===== src/rtl/program_loader_if.sv =====
// Byte-stream input, instruction-memory write port and load status of the program loader.
// The host/bench side uses master; the loader uses slave.
interface program_loader_if #(
  parameter int ADDR_W = 8,
  parameter int DATA_W = 32
);
  logic [7:0]        rx_data;
  logic              rx_valid;
  logic              rx_ready;
  logic              mem_we;
  logic [ADDR_W-1:0] mem_addr;
  logic [DATA_W-1:0] mem_wdata;
  logic              cpu_hold;
  logic              load_done;
  logic              load_error;
  logic [ADDR_W:0]   words_written;

  modport master (
    output rx_data, rx_valid,
    input  rx_ready, mem_we, mem_addr, mem_wdata,
    input  cpu_hold, load_done, load_error, words_written
  );

  modport slave (
    input  rx_data, rx_valid,
    output rx_ready, mem_we, mem_addr, mem_wdata,
    output cpu_hold, load_done, load_error, words_written
  );
endinterface


===== src/rtl/program_loader.sv =====
// Receives framed bytes (A5, LEN, 4*N little-endian data bytes, XOR checksum), writes the
// words into instruction memory and keeps the CPU in reset until a frame loads cleanly.
module program_loader #(
  parameter int ADDR_W        = 8,
  parameter int DATA_W        = 32,
  parameter int TIMEOUT_CYC   = 1000000,
  parameter bit HOLD_AT_RESET = 1'b1
) (
  input logic             MAX10_CLK1_50,
  input logic             reset,
  program_loader_if.slave bus
);
  localparam int TW = $clog2(TIMEOUT_CYC + 1);

  typedef enum logic [2:0] {IDLE, LEN, DATA, CHK, DONE, ERR} state_t;

  state_t            state_q, state_d;
  logic              rx_ready_q, rx_ready_d;
  logic              mem_we_q, mem_we_d;
  logic [ADDR_W-1:0] mem_addr_q, mem_addr_d;
  logic [DATA_W-1:0] mem_wdata_q, mem_wdata_d;
  logic              cpu_hold_q, cpu_hold_d;
  logic              load_done_q, load_done_d;
  logic              load_error_q, load_error_d;
  logic [ADDR_W:0]   words_written_q, words_written_d;
  logic [ADDR_W:0]   len_q, len_d;
  logic [1:0]        byte_cnt_q, byte_cnt_d;
  logic [DATA_W-9:0] buf_q, buf_d;
  logic [7:0]        chk_q, chk_d;
  logic [TW-1:0]     tmo_q, tmo_d;
  logic              accept;
  logic [ADDR_W:0]   ww_next;

  assign accept  = bus.rx_valid && rx_ready_q;
  assign ww_next = words_written_q + (ADDR_W+1)'(1);

  always_comb begin
    state_d         = state_q;
    rx_ready_d      = 1'b1;
    mem_we_d        = 1'b0;
    mem_addr_d      = mem_addr_q;
    mem_wdata_d     = mem_wdata_q;
    cpu_hold_d      = cpu_hold_q;
    load_done_d     = load_done_q;
    load_error_d    = load_error_q;
    words_written_d = words_written_q;
    len_d           = len_q;
    byte_cnt_d      = byte_cnt_q;
    buf_d           = buf_q;
    chk_d           = chk_q;
    tmo_d           = tmo_q;

    case (state_q)
      LEN: begin
        if (accept) begin
          len_d           = (bus.rx_data == 8'h00) ? (ADDR_W+1)'(256) : (ADDR_W+1)'(bus.rx_data);
          byte_cnt_d      = 2'd0;
          chk_d           = 8'h00;
          words_written_d = '0;
          cpu_hold_d      = 1'b1;
          load_done_d     = 1'b0;
          load_error_d    = 1'b0;
          state_d         = DATA;
        end
      end
      DATA: begin
        // words_written advances in the write cycle, so it doubles as the next word index
        if (mem_we_q) begin
          words_written_d = ww_next;
          if (ww_next == len_q) state_d = CHK;
        end
        if (accept) begin
          chk_d = chk_q ^ bus.rx_data;
          if (byte_cnt_q == 2'd3) begin
            mem_we_d    = 1'b1;
            rx_ready_d  = 1'b0;
            mem_wdata_d = {bus.rx_data, buf_q};
            mem_addr_d  = words_written_q[ADDR_W-1:0];
            byte_cnt_d  = 2'd0;
          end else begin
            buf_d      = {bus.rx_data, buf_q[DATA_W-9:8]};
            byte_cnt_d = byte_cnt_q + 2'd1;
          end
        end
      end
      CHK: begin
        if (accept) begin
          if (bus.rx_data == chk_q) begin
            state_d     = DONE;
            load_done_d = 1'b1;
            cpu_hold_d  = 1'b0;
          end else begin
            state_d      = ERR;
            load_error_d = 1'b1;
          end
        end
      end
      default: begin
        if (accept && bus.rx_data == 8'hA5) state_d = LEN;
      end
    endcase

    // Inter-byte watchdog inside a frame; any pending partial word is simply dropped
    if (state_q == LEN || state_q == DATA || state_q == CHK) begin
      if (accept) begin
        tmo_d = '0;
      end else if (tmo_q == TW'(TIMEOUT_CYC - 1)) begin
        state_d      = ERR;
        load_error_d = 1'b1;
        cpu_hold_d   = 1'b1;
        tmo_d        = '0;
      end else begin
        tmo_d = tmo_q + TW'(1);
      end
    end else begin
      tmo_d = '0;
    end
  end

  always_ff @(posedge MAX10_CLK1_50 or posedge reset) begin
    if (reset) begin
      state_q         <= IDLE;
      rx_ready_q      <= 1'b0;
      mem_we_q        <= 1'b0;
      mem_addr_q      <= '0;
      mem_wdata_q     <= '0;
      cpu_hold_q      <= HOLD_AT_RESET;
      load_done_q     <= 1'b0;
      load_error_q    <= 1'b0;
      words_written_q <= '0;
      len_q           <= '0;
      byte_cnt_q      <= 2'd0;
      buf_q           <= '0;
      chk_q           <= 8'h00;
      tmo_q           <= '0;
    end else begin
      state_q         <= state_d;
      rx_ready_q      <= rx_ready_d;
      mem_we_q        <= mem_we_d;
      mem_addr_q      <= mem_addr_d;
      mem_wdata_q     <= mem_wdata_d;
      cpu_hold_q      <= cpu_hold_d;
      load_done_q     <= load_done_d;
      load_error_q    <= load_error_d;
      words_written_q <= words_written_d;
      len_q           <= len_d;
      byte_cnt_q      <= byte_cnt_d;
      buf_q           <= buf_d;
      chk_q           <= chk_d;
      tmo_q           <= tmo_d;
    end
  end

  assign bus.rx_ready      = rx_ready_q;
  assign bus.mem_we        = mem_we_q;
  assign bus.mem_addr      = mem_addr_q;
  assign bus.mem_wdata     = mem_wdata_q;
  assign bus.cpu_hold      = cpu_hold_q;
  assign bus.load_done     = load_done_q;
  assign bus.load_error    = load_error_q;
  assign bus.words_written = words_written_q;
endmodule


===== src/flat_wrapper.sv =====
// flat-port wrapper written by rule: the top's interface ports become plain ports
module program_loader_flat 
#(
  parameter int ADDR_W        = 8,
  parameter int DATA_W        = 32,
  parameter int TIMEOUT_CYC   = 1000000,
  parameter bit HOLD_AT_RESET = 1'b1
)
  (MAX10_CLK1_50, reset, bus_rx_data, bus_rx_valid, bus_rx_ready, bus_mem_we, bus_mem_addr, bus_mem_wdata, bus_cpu_hold, bus_load_done, bus_load_error, bus_words_written);
  program_loader_if #(.ADDR_W(ADDR_W), .DATA_W(DATA_W)) bus_i ();
  input logic MAX10_CLK1_50;
  input logic reset;
  input wire logic [$bits(bus_i.rx_data)-1:0] bus_rx_data;
  input wire logic [$bits(bus_i.rx_valid)-1:0] bus_rx_valid;
  output wire logic [$bits(bus_i.rx_ready)-1:0] bus_rx_ready;
  output wire logic [$bits(bus_i.mem_we)-1:0] bus_mem_we;
  output wire logic [$bits(bus_i.mem_addr)-1:0] bus_mem_addr;
  output wire logic [$bits(bus_i.mem_wdata)-1:0] bus_mem_wdata;
  output wire logic [$bits(bus_i.cpu_hold)-1:0] bus_cpu_hold;
  output wire logic [$bits(bus_i.load_done)-1:0] bus_load_done;
  output wire logic [$bits(bus_i.load_error)-1:0] bus_load_error;
  output wire logic [$bits(bus_i.words_written)-1:0] bus_words_written;
  assign bus_i.rx_data = bus_rx_data;
  assign bus_i.rx_valid = bus_rx_valid;
  assign bus_rx_ready = bus_i.rx_ready;
  assign bus_mem_we = bus_i.mem_we;
  assign bus_mem_addr = bus_i.mem_addr;
  assign bus_mem_wdata = bus_i.mem_wdata;
  assign bus_cpu_hold = bus_i.cpu_hold;
  assign bus_load_done = bus_i.load_done;
  assign bus_load_error = bus_i.load_error;
  assign bus_words_written = bus_i.words_written;
  program_loader #(.ADDR_W(ADDR_W), .DATA_W(DATA_W), .TIMEOUT_CYC(TIMEOUT_CYC), .HOLD_AT_RESET(HOLD_AT_RESET)) u_core (.MAX10_CLK1_50(MAX10_CLK1_50), .reset(reset), .bus(bus_i));
endmodule

===== config.mk =====
export PLATFORM = sky130hd
export DESIGN_NAME = program_loader_flat
export DESIGN_NICKNAME = d
export VERILOG_FILES = /design/src/rtl/program_loader_if.sv /design/src/rtl/program_loader.sv /design/src/flat_wrapper.sv
export SDC_FILE = /design/constraint.sdc
export NUM_CORES = 1
export LEC_CHECK = 0
export ABC_AREA = 1
export CORE_ASPECT_RATIO = 1.5
export CORE_MARGIN = 5
export CORE_UTILIZATION = 34
export DETAILED_ROUTE_END_ITERATION = 8
export SKIP_LAST_GASP = 1
export SLEW_MARGIN = 25
export SYNTH_ARGS = -nofsm -noshare
export SYNTH_HDL_FRONTEND = slang
export SYNTH_SLANG_ARGS = --single-unit

===== constraint.sdc =====
create_clock -name MAX10_CLK1_50 -period 8.45 [get_ports MAX10_CLK1_50]
set_input_delay 1.2675 -clock MAX10_CLK1_50 [delete_from_list [all_inputs] [get_ports MAX10_CLK1_50]]
set_output_delay 1.2675 -clock MAX10_CLK1_50 [all_outputs]
set_load 0.005 [all_outputs]

* Yosys cells after proc, flatten, opt, wreduce, memory -nomap -nowiden
Index checks and enable logic that the tools add are counted.
** Operators by class
- Add/sub/neg operators :: 3
- Multiplexer cells :: 48
- Reduce and logical (&&, ||, !) cells :: 13
- Equal/unequal tests :: 13
- Bitwise gates (word level) :: 2
** Operator list (count)
- $mux W20 :: 3
- $mux W9 :: 3
- $mux W3 :: 8
- $mux W1 :: 22
- $add A20 B1 Y20 const B :: 1
- $eq A20 B20 Y1 const B :: 1
- $pmux W9 S2 :: 1
- $mux W8 :: 2
- $pmux W8 S2 :: 1
- $reduce_and A3 Y1 :: 4
- $ne A2 B1 Y1 const B :: 5
- $add A9 B1 Y9 const B :: 1
- $eq A9 B9 Y1 :: 1
- $pmux W3 S3 :: 1
- $eq A8 B8 Y1 :: 1
- $eq A8 B8 Y1 const B :: 1
- $logic_not A8 Y1 :: 1
- $xor A8 B8 Y8 :: 1
- $eq A3 B2 Y1 const B :: 2
- $mux W2 :: 3
- $pmux W1 S2 :: 3
- $pmux W2 S2 :: 1
- $reduce_and A4 Y1 :: 1
- $reduce_bool A2 Y1 :: 2
- 7 further kinds :: 9
** Word-level totals
- Logic and storage cells :: 93
- Input port bits :: 11
- Flip-flop bits (word level) :: 120

* Longest topological paths before layout
- Depth in word-level cells :: 8
- Mapped depth :: 11

* Worst setup path after synthesis
Ideal clock, no wire load.
- Path kind :: input -> register
- From :: input port bus_rx_valid
- To :: register u_core.buf_q[23]
- Cell stages on the path :: 8
- Arrival time :: 2.094 ns
- Slack :: 6.237 ns
- Setup time :: 0.119 ns
- Cell sequence :: nand2_2 nor2_4 inv_4 nor2_8 inv_2 buf_6 nand2_1 o21ai_2
** Between the ends
- Longest elaborated chain between the ends :: 2
** Ends and longest elaborated chain
- from (decl) :: line flat_wrapper.sv:14 : input wire logic [$bits(bus_i.rx_valid)-1:0] bus_rx_valid;
- $logic_and A1 B1 Y1 :: line program_loader.sv:34 : assign accept = bus.rx_valid && rx_ready_q;
- $reduce_and A3 Y1 (no source line)
- to (signal assigned) :: line program_loader.sv:148 : buf_q <= buf_d;
- to (decl) :: line program_loader.sv:28 : logic [DATA_W-9:0] buf_q, buf_d;
No other way between the ends.
A chain may end at the register's enable or synchronous reset.

* Final worst setup path
- From :: input port bus_rx_valid
- To :: register u_core.words_written_q[7] (netlist: u_core.bus.words_written[7])
** Between the ends
- Longest elaborated chain between the ends :: 3
** Ends and longest elaborated chain
- $logic_and A1 B1 Y1 :: line program_loader.sv:34
- $ne A2 B1 Y1 (no source line)
- $reduce_and A3 Y1 (no source line)
- to (signal assigned) :: line program_loader.sv:145 : words_written_q <= words_written_d;
- to (decl) :: line program_loader.sv:25 : logic [ADDR_W:0] words_written_q, words_written_d;
No other way between the ends.

==> qor.txt <==
Net Count, Synth - 635
CTS clock-pin slew for the worst setup and hold paths - 60 ps
Vias - 4297
Hold_buf cts - 0
Req. time, crit path - 8770 ps
Fillcell total - 1537
GRT Total Usage - 0.154
Gate Count Post-Synth - 621
YS warnings - 0
Synth Area in XOR/XNOR - 0.0253
Final Power - 2.02 mW
H-tree Lvls - 4
Avg Cell Area, Syn - 8.69 sq um
Post-detailed-route wirelength per cell - 14.8 um
Compound-Gate Fraction of Synth Area - 0.108
Worst vdd ir - 0.135 mV
WP data arrival - 3410 ps
Net Sw Power - 0.643 mW
Clock Skews - 19.9 ps
Min cycle time layout - 3090 ps
Number of global-route vias before repair - 4578
Register area share after synthesis - 0.556
Achievable frequency - 323 MHz
Place WS - 5010 ps
First-pass GRT wire length - 22700 um
Lkg Pwr - 3.15 nW
Simple-gate share of the synthesized area - 0.224
Share of power burned in registers - 0.411
Synth top area share - 0.552
Hold Path Class - reg2reg
CP Max Fanout - 32
Worst path cell trace - clkdlybuf4s50_1, nand2_2, nor2_1, nand2_1, nand2_1, o22ai_1
DRC viols - 0
Clock Power Share - 0.366
Ports - 65
Most frequent cells in the layout - 172 x nand2_1, 119 x dfrtp_1, 75 x inv_1, 64 x clkdlybuf4s50_1, 54 x o21ai_0
Status - completed
Synth top area cells - dfrtp_1 55%, nand2_1 12%, inv_1 5.3%
Post-CTS Resized - 0
Final number of max-transition violations - 0
Via density - 4.75
Adder-cell area share of the yosys netlist - 0.00695
Sw Share - 0.319
Slowest cell on crit path - nand2_1
Die ar. - 18600 sq um
Largest net degree at the start of global routing - 76
# diodes - 0
Layout area overhead - 25.7%
Max cap viols - 0
Post-detail-place hpwl - 9520 um
Starting Density - 0.346
Hold Vio Cnt, Final - 0
Clk root buf - clkbuf_16
Antenna-violating nets left - 0
Post-CTS Setup Inserts - 0
Grt ovf - 0
Final nets - 702
Final Util - 0.434
DR pass1 iterations - 5
Clk buf depth - 2
RSZ-0062 raised after global routing - false
Setup_tns - 0 ps
CP Launch Type - input port
Commonest non-fill, non-tap cell in the layout - nand2_1
Clk sinks - 120
Synthesized flop and latch total - 120
CP Class - in2reg
Power per cell area - 297 nW/um^2
DRT iter0 DRCs - 262
Largest stage delay on the critical path - 710 ps
Post-synth top area cell - dfrtp_1
Max_slew headroom - 0.359
WL final - 13400 um
Synthesized cell area - 5400 sq um
Horiz. Die Dim - 113 um
Die Span Y - 164 um
CTS tree - yes
Initial antenna violation count - 0
Slack of the critical path - 5360 ps
Row cnt - 56
Layout cells sized above 1 - 0.0770
Final Setup Violations - 0
Core ar. - 15600 sq um
Most used cell along the critical path - nand2_1
TritonCTS Buffers - 17
Internal Power - 1.37 mW
Period utilization - 0.366
Largest family of logic cells by synthesized area - simple AND/OR/NAND/NOR gates
Final GP Congestion - 0.860
Slew @ Worst Pin - 959 ps
Worst-Skew Late Latency - 420 ps
Post-synth cell types - 40
IO buf count - 64
Element type at the critical path end - flop
Combinational share of power - 0.223
Multiplexer area fraction after synthesis - 0
Yosys cell counts (all sizes together):
master,number
o31ai,1
clkinv,1
dfstp,1
o21ai,78
o21a,1
and2,2
nor4,4
a211oi,2
a22o,1
nand3,38
a31oi,1
buf,13
nor2,42
nor3,12
dfrtp,119
ha,3
nand2,174
clkbuf,5
nand3b,2
xnor3,1
inv,78
nand4,8
a22oi,1
o22ai,7
a21o,1
xnor2,5
a21oi,12
xor2,8
power groups by stage:
stage | logic [mW] | clock network (mW) | registers [mW]
final | 0.449 | 0.739 | 0.829
after global routing | 0.513 | 0.781 | 0.848
after CTS | 0.457 | 0.752 | 0.831
after detailed placement | 0.452 | 0 | 0.839
after global placement | 0.440 | 0 | 0.835
after floorplan | 0.277 | 0 | 0.810
worst paths after layout:
| kind | from | end | slack (ps) | cells past startpoint |
|---|---|---|---|---|
| worst max-delay path | bus_rx_valid | u_core.bus.words_written[7]$_DFFE_PP0P_ | 5360 | 6 |
| worst min-delay path | u_core.tmo_q[0]$_DFF_PP0_ | u_core.tmo_q[0]$_DFF_PP0_ | 460 | 1 |
| worst max register to register | u_core.bus.rx_ready$_DFF_PP0_ | u_core.bus.words_written[7]$_DFFE_PP0P_ | 6260 | 5 |
| worst min register to register | u_core.tmo_q[0]$_DFF_PP0_ | u_core.tmo_q[0]$_DFF_PP0_ | 460 | 1 |
| max in group asynchronous | reset | u_core.chk_q[1]$_DFFE_PP0P_ | 5820 | 3 |
| min in group asynchronous | reset | u_core.bus.mem_addr[5]$_DFFE_PP0P_ | 1270 | 2 |
cells by family after synthesis:
kind of cell	count (synthesis)
AO/OA/AOI/OAI	105
XOR/XNOR	14
adder cells (fa/ha/maj)	3
buffers and inverters	97
flip-flops	120
AND/OR/NAND/NOR	282
registers in the layout, summed over array words and instances (netlist names):
signal                    cells
u_core.bus.load_error         1
u_core.bus.words_written      9
u_core.bus.mem_addr           8
u_core.bus.load_done          1
u_core.byte_cnt_q             2
u_core.buf_q                 24
u_core.bus.mem_wdata         32
u_core.tmo_q                 20
u_core.bus.rx_ready           1
u_core.len_q                  9
u_core.bus.cpu_hold           1
u_core.state_q                3
u_core.bus.mem_we             1
u_core.chk_q                  8
through the flow:
stage / instance area [sq um] / std cells / hold WS, ps
5_1_grt: 6790 / 904 / 485
2_1_floorplan: 5400 / 621 / 433
3_5_place_dp: 6180 / 872 / 459
3_3_place_gp: 6180 / 872 / 451
6_report: 6790 / 904 / 464
4_1_cts: 6790 / 904 / 468
layout make-up:
| class | instances | area (sq um) | share of cell area |
|---|---|---|---|
| clock buffer | 17 | 425 | 0.0627 |
| sequential | 120 | 3000 | 0.443 |
| clock inverter | 15 | 178 | 0.0262 |
| multi-input combinational | 404 | 1970 | 0.290 |
| inverter | 79 | 302 | 0.0444 |
| tap | 203 | 254 | 0.0374 |
| timing repair buffer | 66 | 656 | 0.0966 |
per-layer routing:
layer / share of wire / vias up / GRT usage
li1: - / 2135 / -
met1: 0.42 / 2047 / 0.178
met2: 0.52 / 97 / 0.271
met3: 0.037 / 18 / 0.0391
met4: 0.019 / 0 / 0.0618
met5: 0 / - / 0
worst max-delay path, delay by kind of cell:
family | cells | cell delay [ps]
and+or+nand+nor | 4 | 1450
buffers and inverters | 1 | 410
AOI/OAI and AO/OA | 1 | 260
Note: power is estimated with default switching activity, not from simulation.
